File: config.mk
export PLATFORM = sky130hd
export DESIGN_NAME = activation_streamer
export DESIGN_NICKNAME = d
export VERILOG_FILES = /design/src/rtl/activation_streamer_pkg.sv /design/src/rtl/activation_streamer_skid_fifo.sv /design/src/rtl/activation_streamer.sv
export SDC_FILE = /design/constraint.sdc
export NUM_CORES = 1
export LEC_CHECK = 0
export ABC_AREA = 0
export CORE_ASPECT_RATIO = 0.7
export CORE_MARGIN = 4
export CORE_UTILIZATION = 30
export DETAILED_ROUTE_END_ITERATION = 10
export MAX_ROUTING_LAYER = met4
export SLEW_MARGIN = 25
export SYNTH_ARGS = -nofsm -noshare
export SYNTH_HDL_FRONTEND = slang
export SYNTH_SLANG_ARGS = --single-unit
File: constraint.sdc
create_clock -name clk -period 3 [get_ports clk]
set_clock_uncertainty 0.1 [all_clocks]
set_input_delay 0.6 -clock clk [delete_from_list [all_inputs] [get_ports clk]]
set_output_delay 0.6 -clock clk [all_outputs]
set_load 0.01 [all_outputs]
File: src/rtl/activation_streamer_pkg.sv
// Shared accelerator definitions: streamer FSM encoding and skid FIFO sizing.
package activation_streamer_pkg;

  typedef enum logic [1:0] {
    ST_IDLE   = 2'd0,
    ST_STREAM = 2'd1,
    ST_DONE   = 2'd2
  } stream_state_e;

  localparam int unsigned FIFO_DEPTH = 2;
  localparam int unsigned FIFO_PTR_W = $clog2(FIFO_DEPTH);
  localparam int unsigned FIFO_CNT_W = $clog2(FIFO_DEPTH + 1);

endpackage

File: src/rtl/activation_streamer_skid_fifo.sv
// Two-entry FIFO absorbing buffer read latency; push/pop same cycle allowed.
// Zero-latency head (registered storage); caller must not push when full or pop when empty.
module act_skid_fifo
  import activation_streamer_pkg::*;
#(
  parameter int DATA_WIDTH = 8
) (
  input  logic                  clk,
  input  logic                  rst_n,
  input  logic                  push,
  input  logic [DATA_WIDTH-1:0] push_data,
  input  logic                  pop,
  output logic [DATA_WIDTH-1:0] head_data,
  output logic                  not_empty,
  output logic [FIFO_CNT_W-1:0] count
);

  logic [DATA_WIDTH-1:0] mem_q [FIFO_DEPTH];
  logic [DATA_WIDTH-1:0] mem_d [FIFO_DEPTH];
  logic [FIFO_PTR_W-1:0] wr_ptr_q, wr_ptr_d;
  logic [FIFO_PTR_W-1:0] rd_ptr_q, rd_ptr_d;
  logic [FIFO_CNT_W-1:0] count_q, count_d;

  always_comb begin
    mem_d    = mem_q;
    wr_ptr_d = wr_ptr_q;
    rd_ptr_d = rd_ptr_q;
    if (push) begin
      mem_d[wr_ptr_q] = push_data;
      wr_ptr_d        = wr_ptr_q + 1'b1;
    end
    if (pop) begin
      rd_ptr_d = rd_ptr_q + 1'b1;
    end
    count_d = count_q + FIFO_CNT_W'(push) - FIFO_CNT_W'(pop);
  end

  always_ff @(posedge clk or negedge rst_n) begin
    if (!rst_n) begin
      mem_q    <= '{default: '0};
      wr_ptr_q <= '0;
      rd_ptr_q <= '0;
      count_q  <= '0;
    end else begin
      mem_q    <= mem_d;
      wr_ptr_q <= wr_ptr_d;
      rd_ptr_q <= rd_ptr_d;
      count_q  <= count_d;
    end
  end

  assign head_data = mem_q[rd_ptr_q];
  assign not_empty = (count_q != '0);
  assign count     = count_q;

endmodule

File: src/rtl/activation_streamer.sv
// Streams a burst of activations from a 1-cycle-latency buffer into a valid/ready consumer.
// First beat 2 edges after start; reads are credit-gated so at most 2 beats are ever in flight.
module activation_streamer
  import activation_streamer_pkg::*;
#(
  parameter int DATA_WIDTH      = 8,
  parameter int NUM_ACTIVATIONS = 256,
  parameter int ADDR_WIDTH      = $clog2(NUM_ACTIVATIONS)
) (
  input  logic                  clk,
  input  logic                  rst_n,
  input  logic                  start,
  input  logic [ADDR_WIDTH-1:0] base_addr,
  input  logic [ADDR_WIDTH:0]   length,
  output logic                  busy,
  output logic                  done,
  output logic                  rd_en,
  output logic [ADDR_WIDTH-1:0] rd_addr,
  input  logic [DATA_WIDTH-1:0] rd_data,
  output logic                  out_valid,
  input  logic                  out_ready,
  output logic [DATA_WIDTH-1:0] out_data,
  output logic                  out_last
);

  localparam logic [ADDR_WIDTH:0] CNT_ONE = (ADDR_WIDTH + 1)'(1);

  stream_state_e         state_q, state_d;
  logic [ADDR_WIDTH:0]   len_q, len_d;
  logic [ADDR_WIDTH:0]   rd_cnt_q, rd_cnt_d;
  logic [ADDR_WIDTH:0]   beat_cnt_q, beat_cnt_d;
  logic [ADDR_WIDTH-1:0] rd_addr_q, rd_addr_d;
  logic                  inflight_q, inflight_d;
  logic                  busy_q, busy_d;
  logic                  done_q, done_d;

  logic                  fifo_vld;
  logic [DATA_WIDTH-1:0] fifo_head;
  logic [FIFO_CNT_W-1:0] fifo_cnt;
  logic                  pop;
  logic                  reads_left;
  logic [2:0]            occupancy;
  logic [2:0]            limit;

  assign pop        = fifo_vld & out_ready;
  assign reads_left = (rd_cnt_q != len_q);
  // A beat leaving this cycle frees a slot for the read issued now.
  assign occupancy  = 3'(fifo_cnt) + 3'(inflight_q);
  assign limit      = 3'd2 + 3'(pop);
  assign rd_en      = (state_q == ST_STREAM) && reads_left && (occupancy < limit);

  always_comb begin
    state_d    = state_q;
    len_d      = len_q;
    rd_cnt_d   = rd_cnt_q;
    beat_cnt_d = beat_cnt_q;
    rd_addr_d  = rd_addr_q;
    inflight_d = rd_en;
    case (state_q)
      ST_IDLE: begin
        if (start) begin
          len_d      = length;
          rd_cnt_d   = '0;
          beat_cnt_d = '0;
          rd_addr_d  = base_addr;
          state_d    = (length == '0) ? ST_DONE : ST_STREAM;
        end
      end
      ST_STREAM: begin
        if (rd_en) begin
          rd_cnt_d  = rd_cnt_q + CNT_ONE;
          rd_addr_d = rd_addr_q + 1'b1;
        end
        if (pop) begin
          beat_cnt_d = beat_cnt_q + CNT_ONE;
          if (out_last) begin
            state_d = ST_DONE;
          end
        end
      end
      ST_DONE: state_d = ST_IDLE;
      default: state_d = ST_IDLE;
    endcase
    busy_d = (state_d != ST_IDLE);
    done_d = (state_d == ST_DONE);
  end

  always_ff @(posedge clk or negedge rst_n) begin
    if (!rst_n) begin
      state_q    <= ST_IDLE;
      len_q      <= '0;
      rd_cnt_q   <= '0;
      beat_cnt_q <= '0;
      rd_addr_q  <= '0;
      inflight_q <= 1'b0;
      busy_q     <= 1'b0;
      done_q     <= 1'b0;
    end else begin
      state_q    <= state_d;
      len_q      <= len_d;
      rd_cnt_q   <= rd_cnt_d;
      beat_cnt_q <= beat_cnt_d;
      rd_addr_q  <= rd_addr_d;
      inflight_q <= inflight_d;
      busy_q     <= busy_d;
      done_q     <= done_d;
    end
  end

  act_skid_fifo #(
    .DATA_WIDTH(DATA_WIDTH)
  ) u_fifo (
    .clk      (clk),
    .rst_n    (rst_n),
    .push     (inflight_q),
    .push_data(rd_data),
    .pop      (pop),
    .head_data(fifo_head),
    .not_empty(fifo_vld),
    .count    (fifo_cnt)
  );

  assign busy      = busy_q;
  assign done      = done_q;
  assign rd_addr   = rd_addr_q;
  assign out_valid = fifo_vld;
  assign out_data  = fifo_head;
  assign out_last  = fifo_vld && (beat_cnt_q == (len_q - CNT_ONE));

endmodule

* Word level (Yosys, flattened, before mapping)
Cells that the tools add are included.
Storage, ports and cells: flip-flop bits (word level) 60, bits of input ports 29, output and inout port bits 21, word-level logic and storage cells 68
Cells by class: add/sub/neg operators 10, $lt $le $gt $ge 4, equality and inequality tests 7, muxes and demuxes 19, bitwise gates (word level) 3, reduce and logical (&&, ||, !) cells 12
Operators with widths (count):
- 8-bit two-way mux | 6
- 9-bit one-hot mux with 2 select lines | 2
- 9-bit two-way mux | 3
- 9-bit by 1-bit adder with 9-bit output, second input constant | 2
- 16-bit bitwise mux | 1
- 8-bit one-hot mux with 2 select lines | 1
- 9-bit == test | 1
- 9-bit logical NOT | 1
- 9-bit != test | 1
- 9-bit by 1-bit subtractor with 9-bit output, second input constant | 1
- 8-bit by 1-bit adder with 8-bit output, second input constant | 1
- 8-bit demux with 1-bit select | 1
- 2-bit two-way mux | 4
- 2-bit != test, second input constant | 3
- 3-bit AND reduction | 2
- 2-bit nonzero test | 3
- 2-bit >= comparator, second input constant | 2
- 1-bit logical AND | 4
- 1-bit NOT with 2-bit output | 2
- 2-bit one-hot mux with 2 select lines | 1
- 2-bit by 1-bit adder with 3-bit output | 1
- 2-bit by 1-bit adder with 3-bit output, first input constant | 1
- 3-bit < comparator | 1
- 1-bit adder, second input constant | 2
- 8 further kinds | 8

* Longest topological paths before layout
depth in word-level cells 7, mapped depth 9, mapped depth without buffers 8

* Hierarchy
From an unflattened synthesis, not the netlist that was laid out.
Unflattened totals: cell total of the unflattened synthesis 331, area, all modules 3398.3 um^2
Modules (own cells, without submodules):
- activation_streamer | times used 1, cells each 274, area an instance 2492.4 um^2, sequential area each 1001.0 um^2
- act_skid_fifo | times used 1, cells each 57, area an instance 905.9 um^2, sequential area each 500.5 um^2

* Worst setup path before layout
Ideal clock, no wire load.
path type register to output, from register len_q[0], to output out_last, arrival time 1.996 ns, required time 2.300 ns, setup slack 0.304 ns, stages on the path, launching flop included 8, buffers on the path 1, cell sequence dfrtp_1 > inv_1 > ha_1 > clkbuf_1 > nand3_1 > a221o_1 > a221o_1 > nor3b_1
Between the ends: word-level cells in the longest chain between the ends 3
RTL lines:
- start, declared | RTL line activation_streamer.sv:29 | logic [ADDR_WIDTH:0] len_q, len_d;
- start signal, assigned | RTL line activation_streamer.sv:100 | len_q <= len_d;
- 9-bit by 1-bit subtractor with 9-bit output | RTL line activation_streamer.sv:128 | assign out_last = fifo_vld && (beat_cnt_q == (len_q - CNT_ONE));
- 9-bit == test | RTL line activation_streamer.sv:128
- 1-bit logical AND | RTL line activation_streamer.sv:128
- end, declared | RTL line activation_streamer.sv:23 | output logic out_last
No other way between the ends.

* Worst setup path in the final report
from register len_q[2], to output out_last
Same word-level chain as after synthesis.

==> impl_metrics.tcl <==
set metrics [dict create \
    yosys-top-cells-count "60 x dfrtp_1, 55 x nand2_1, 24 x mux2_2, 21 x nor2_1" \
    cp-end-kind "output pin" \
    startpoint_type "flip-flop" \
    grt_first_pass_wirelength_mm 13.2 \
    cts_tree "yes" \
    syn_area_sq_um 3230 \
    clock-sinks 60 \
    drive_gt1_frac 0.202 \
    viasPerCell 4.90 \
    grt_max_degree 32 \
    crit_chain "or3_4, or3_1, a21o_1, a221o_1, nor3b_2, buf_2" \
    tightest_slew_ns 0.806 \
    rsz0062_at_grt "yes" \
    port_buffers 49 \
    hpwl_mm 5.86 \
    slew_viol_final 0 \
    syn_area_per_cell_sq_um 9.84 \
    synthFlopType "dfrtp_1" \
    grt-ovfl-total 0 \
    place_ws_ns -0.126 \
    core_area_sq_um 10400 \
    ys_types 43 \
    first_pass_iters 4 \
    core.rowCount 31 \
    syn2layout_area_growth_pct 35.1 \
    post_drt_wl_per_cell_microns 15.1 \
    crit_fanout 2 \
    vdd_drop_max_uv 654 \
    yosys.area.top_type "dfrtp_1" \
    cp_num_buf_inv 1 \
    cts_inserted_buffers 9 \
    yosysTopAreaCellShare 0.465 \
    place_congestion 0.944 \
    routed-wl-met3_microns 378 \
    synth_nets 365 \
    synth_seq_cells 60 \
    status "complete, no violations" \
    pin_count 50 \
    clk_pin_slew_ns 0.05 \
    wl_met2_mm 3.45 \
    clockBufferDepth 2 \
    start_util 0.309 \
    finalSetupTns_ns 0 \
    finalSetupViolCount 0 \
    required_ns 2.30 \
    drt_iter0_markers 165 \
    critPathArrivalTime_ns 2.21 \
    min_period_over_period 0.970 \
    fin_nets 437 \
    routed_wl_mm 8.12 \
    drc 0 \
    antenna_left 0 \
    slowest_stage "or3_4" \
    powerDensity_nw_per_um2 1120 \
    cts_hold_repair.buffers 0 \
    insertion_delay_ns 0.33 \
    async_flop_share 1.00 \
    num_vias 2630 \
    ys_seq_area_frac 0.465 \
    synth.area.top_cells "dfrtp_1 47%, mux2_2 8.4%, nand2_1 6.4%" \
    maxUsedRoutingLayer "met4" \
    max_stage_delay_ns 0.38 \
    die_area_sq_um 12500 \
    hold_class "in -> async" \
    grt_pass1_vias 2564 \
    timing.fmax_mhz 344 \
    critical-path-top-delay-family "simple AND/OR/NAND/NOR gates" \
    die_w_microns 132 \
    fillers 1034 \
    synth_most_common_cell "dfrtp_1" \
    ys_warn_count 0 \
    synth_edf_count 0 \
    antenna-diode-count 0 \
    layout_min_cycle_time_ns 2.91 \
    clockRootBuffer "clkbuf_16" \
    max-cap-violations 0 \
    wl_met1_mm 4.09 \
    antenna_found_initial 0 \
    die_h_microns 94.8 \
    fin_ws_ns 0.0895 \
    grt_util_all_layers 0.139 \
    netlist_instances 328 \
    leakage_nw 1.93 \
    relSlewSlack 0.461 \
    finalHoldViolCount 0 \
    htree_num_levels 3 \
    critPathKind "reg -> out" \
]
==> sequential cells by signal (all words and copies together), names as in the netlist <==
signal,count
busy,1
inflight_q,1
rd_addr,8
len_q,9
rd_cnt_q,9
u_fifo.count,2
state_q,2
u_fifo.mem_q,16
beat_cnt_q,9
done,1
u_fifo.rd_ptr_q,1
u_fifo.wr_ptr_q,1
==> worst register-to-register path, delay by kind of cell, from the launching register on <==
family	cells	cell delay, ns
and+or+nand+nor	1	0.57
AOI/OAI and AO/OA	3	0.51
DFF	1	0.38
buffers and inverters	2	0.32
xor gates and xnor gates	1	0.21
==> placed cells by master, fill, tap and decap left out, types with 3 or more instances in the layout <==
master	instances
nand2_1	55
nor2_1	20
nand2b_1	7
o21ai_1	5
buf_4	27
a21oi_1	14
xnor2_1	15
ha_1	7
clkdlybuf4s50_1	47
inv_1	6
nor3_1	4
clkbuf_16	9
and3_1	4
mux2i_1	8
nand4_1	7
and4_1	4
a31oi_1	3
dfrtp_1	60
nand3_1	9
o21ai_0	10
mux2_2	24
xor2_1	16
==> layout make-up <==
| class | count | area (sq um) | area share |
|---|---|---|---|
| well taps | 132 | 165 | 0.0379 |
| repair buffers | 77 | 703 | 0.161 |
| flip-flops and latches | 60 | 1500 | 0.344 |
| clock inverters | 4 | 25.0 | 0.00574 |
| inverters | 7 | 26.3 | 0.00603 |
| multi-input cells | 245 | 1690 | 0.388 |
| clock buffers | 12 | 246 | 0.0565 |
==> cell families (layout without fill, tap and decap cells) <==
family | Yosys count | after routing | synth area share
DFF | 60 | 60 | 0.465
buffers and inverters | 23 | 100 | 0.0322
AOI/OAI and AO/OA | 45 | 45 | 0.0834
and+or+nand+nor | 128 | 128 | 0.193
xor gates and xnor gates | 32 | 32 | 0.0869
adders and majority gates | 8 | 8 | 0.0310
muxes | 32 | 32 | 0.109
==> final timing paths <==
path	from	endpoint	slack [ns]	cells past startpoint
worst max register to register	len_q[3]$_DFFE_PN0P_	state_q[1]$_DFF_PN0_	0.82	7
min in group clk	u_fifo.wr_ptr_q$_DFFE_PN0P_	u_fifo.wr_ptr_q$_DFFE_PN0P_	0.39	1
worst max-delay path	len_q[2]$_DFFE_PN0P_	out_last	0.09	6
worst min-delay path	rst_n	rd_cnt_q[7]$_DFFE_PN0P_	0.23	1
max in group asynchronous	rst_n	rd_addr[5]$_DFFE_PN0P_	1.95	2
worst min register to register	u_fifo.wr_ptr_q$_DFFE_PN0P_	u_fifo.wr_ptr_q$_DFFE_PN0P_	0.39	1
==> timing repair <==
action | 4_1_cts | 5_1_grt
buffers inserted | 0 | 0
pin swaps | 2 | 1
setup endpoints to repair | 1 | 2
cloned | 0 | 0
endpoints found under the hold margin | 0 | 0
resized for setup | 13 | 4
==> layer usage <==
metal | vias to the layer above | global-route usage
met5 | - | -
met4 | 0 | 0.0656
met3 | 18 | 0.0351
met2 | 64 | 0.198
met1 | 1263 | 0.184
li1 | 1285 | -
==> report_power, final <==
group | total [mW] | switching (mW) | internal (mW)
clock network | 0.940 | 0.362 | 0.578
logic | 2.46 | 1.14 | 1.32
registers | 1.50 | 0.344 | 1.15
total | 4.90 | 1.85 | 3.05
==> metrics by stage <==
step,power (mW),cell area (sq um),hold slack [ns],cells,util
finish,4.90,4360,0.230,537,0.418
global route,5.26,4360,0.302,537,0.418
CTS,4.93,4340,0.261,537,0.416
detailed placement,3.86,4030,0.386,521,0.386
global placement,3.80,4030,0.378,521,0.386
floorplan,2.88,3230,0.204,328,-
No activity file was read; power rests on OpenSTA's default activity.
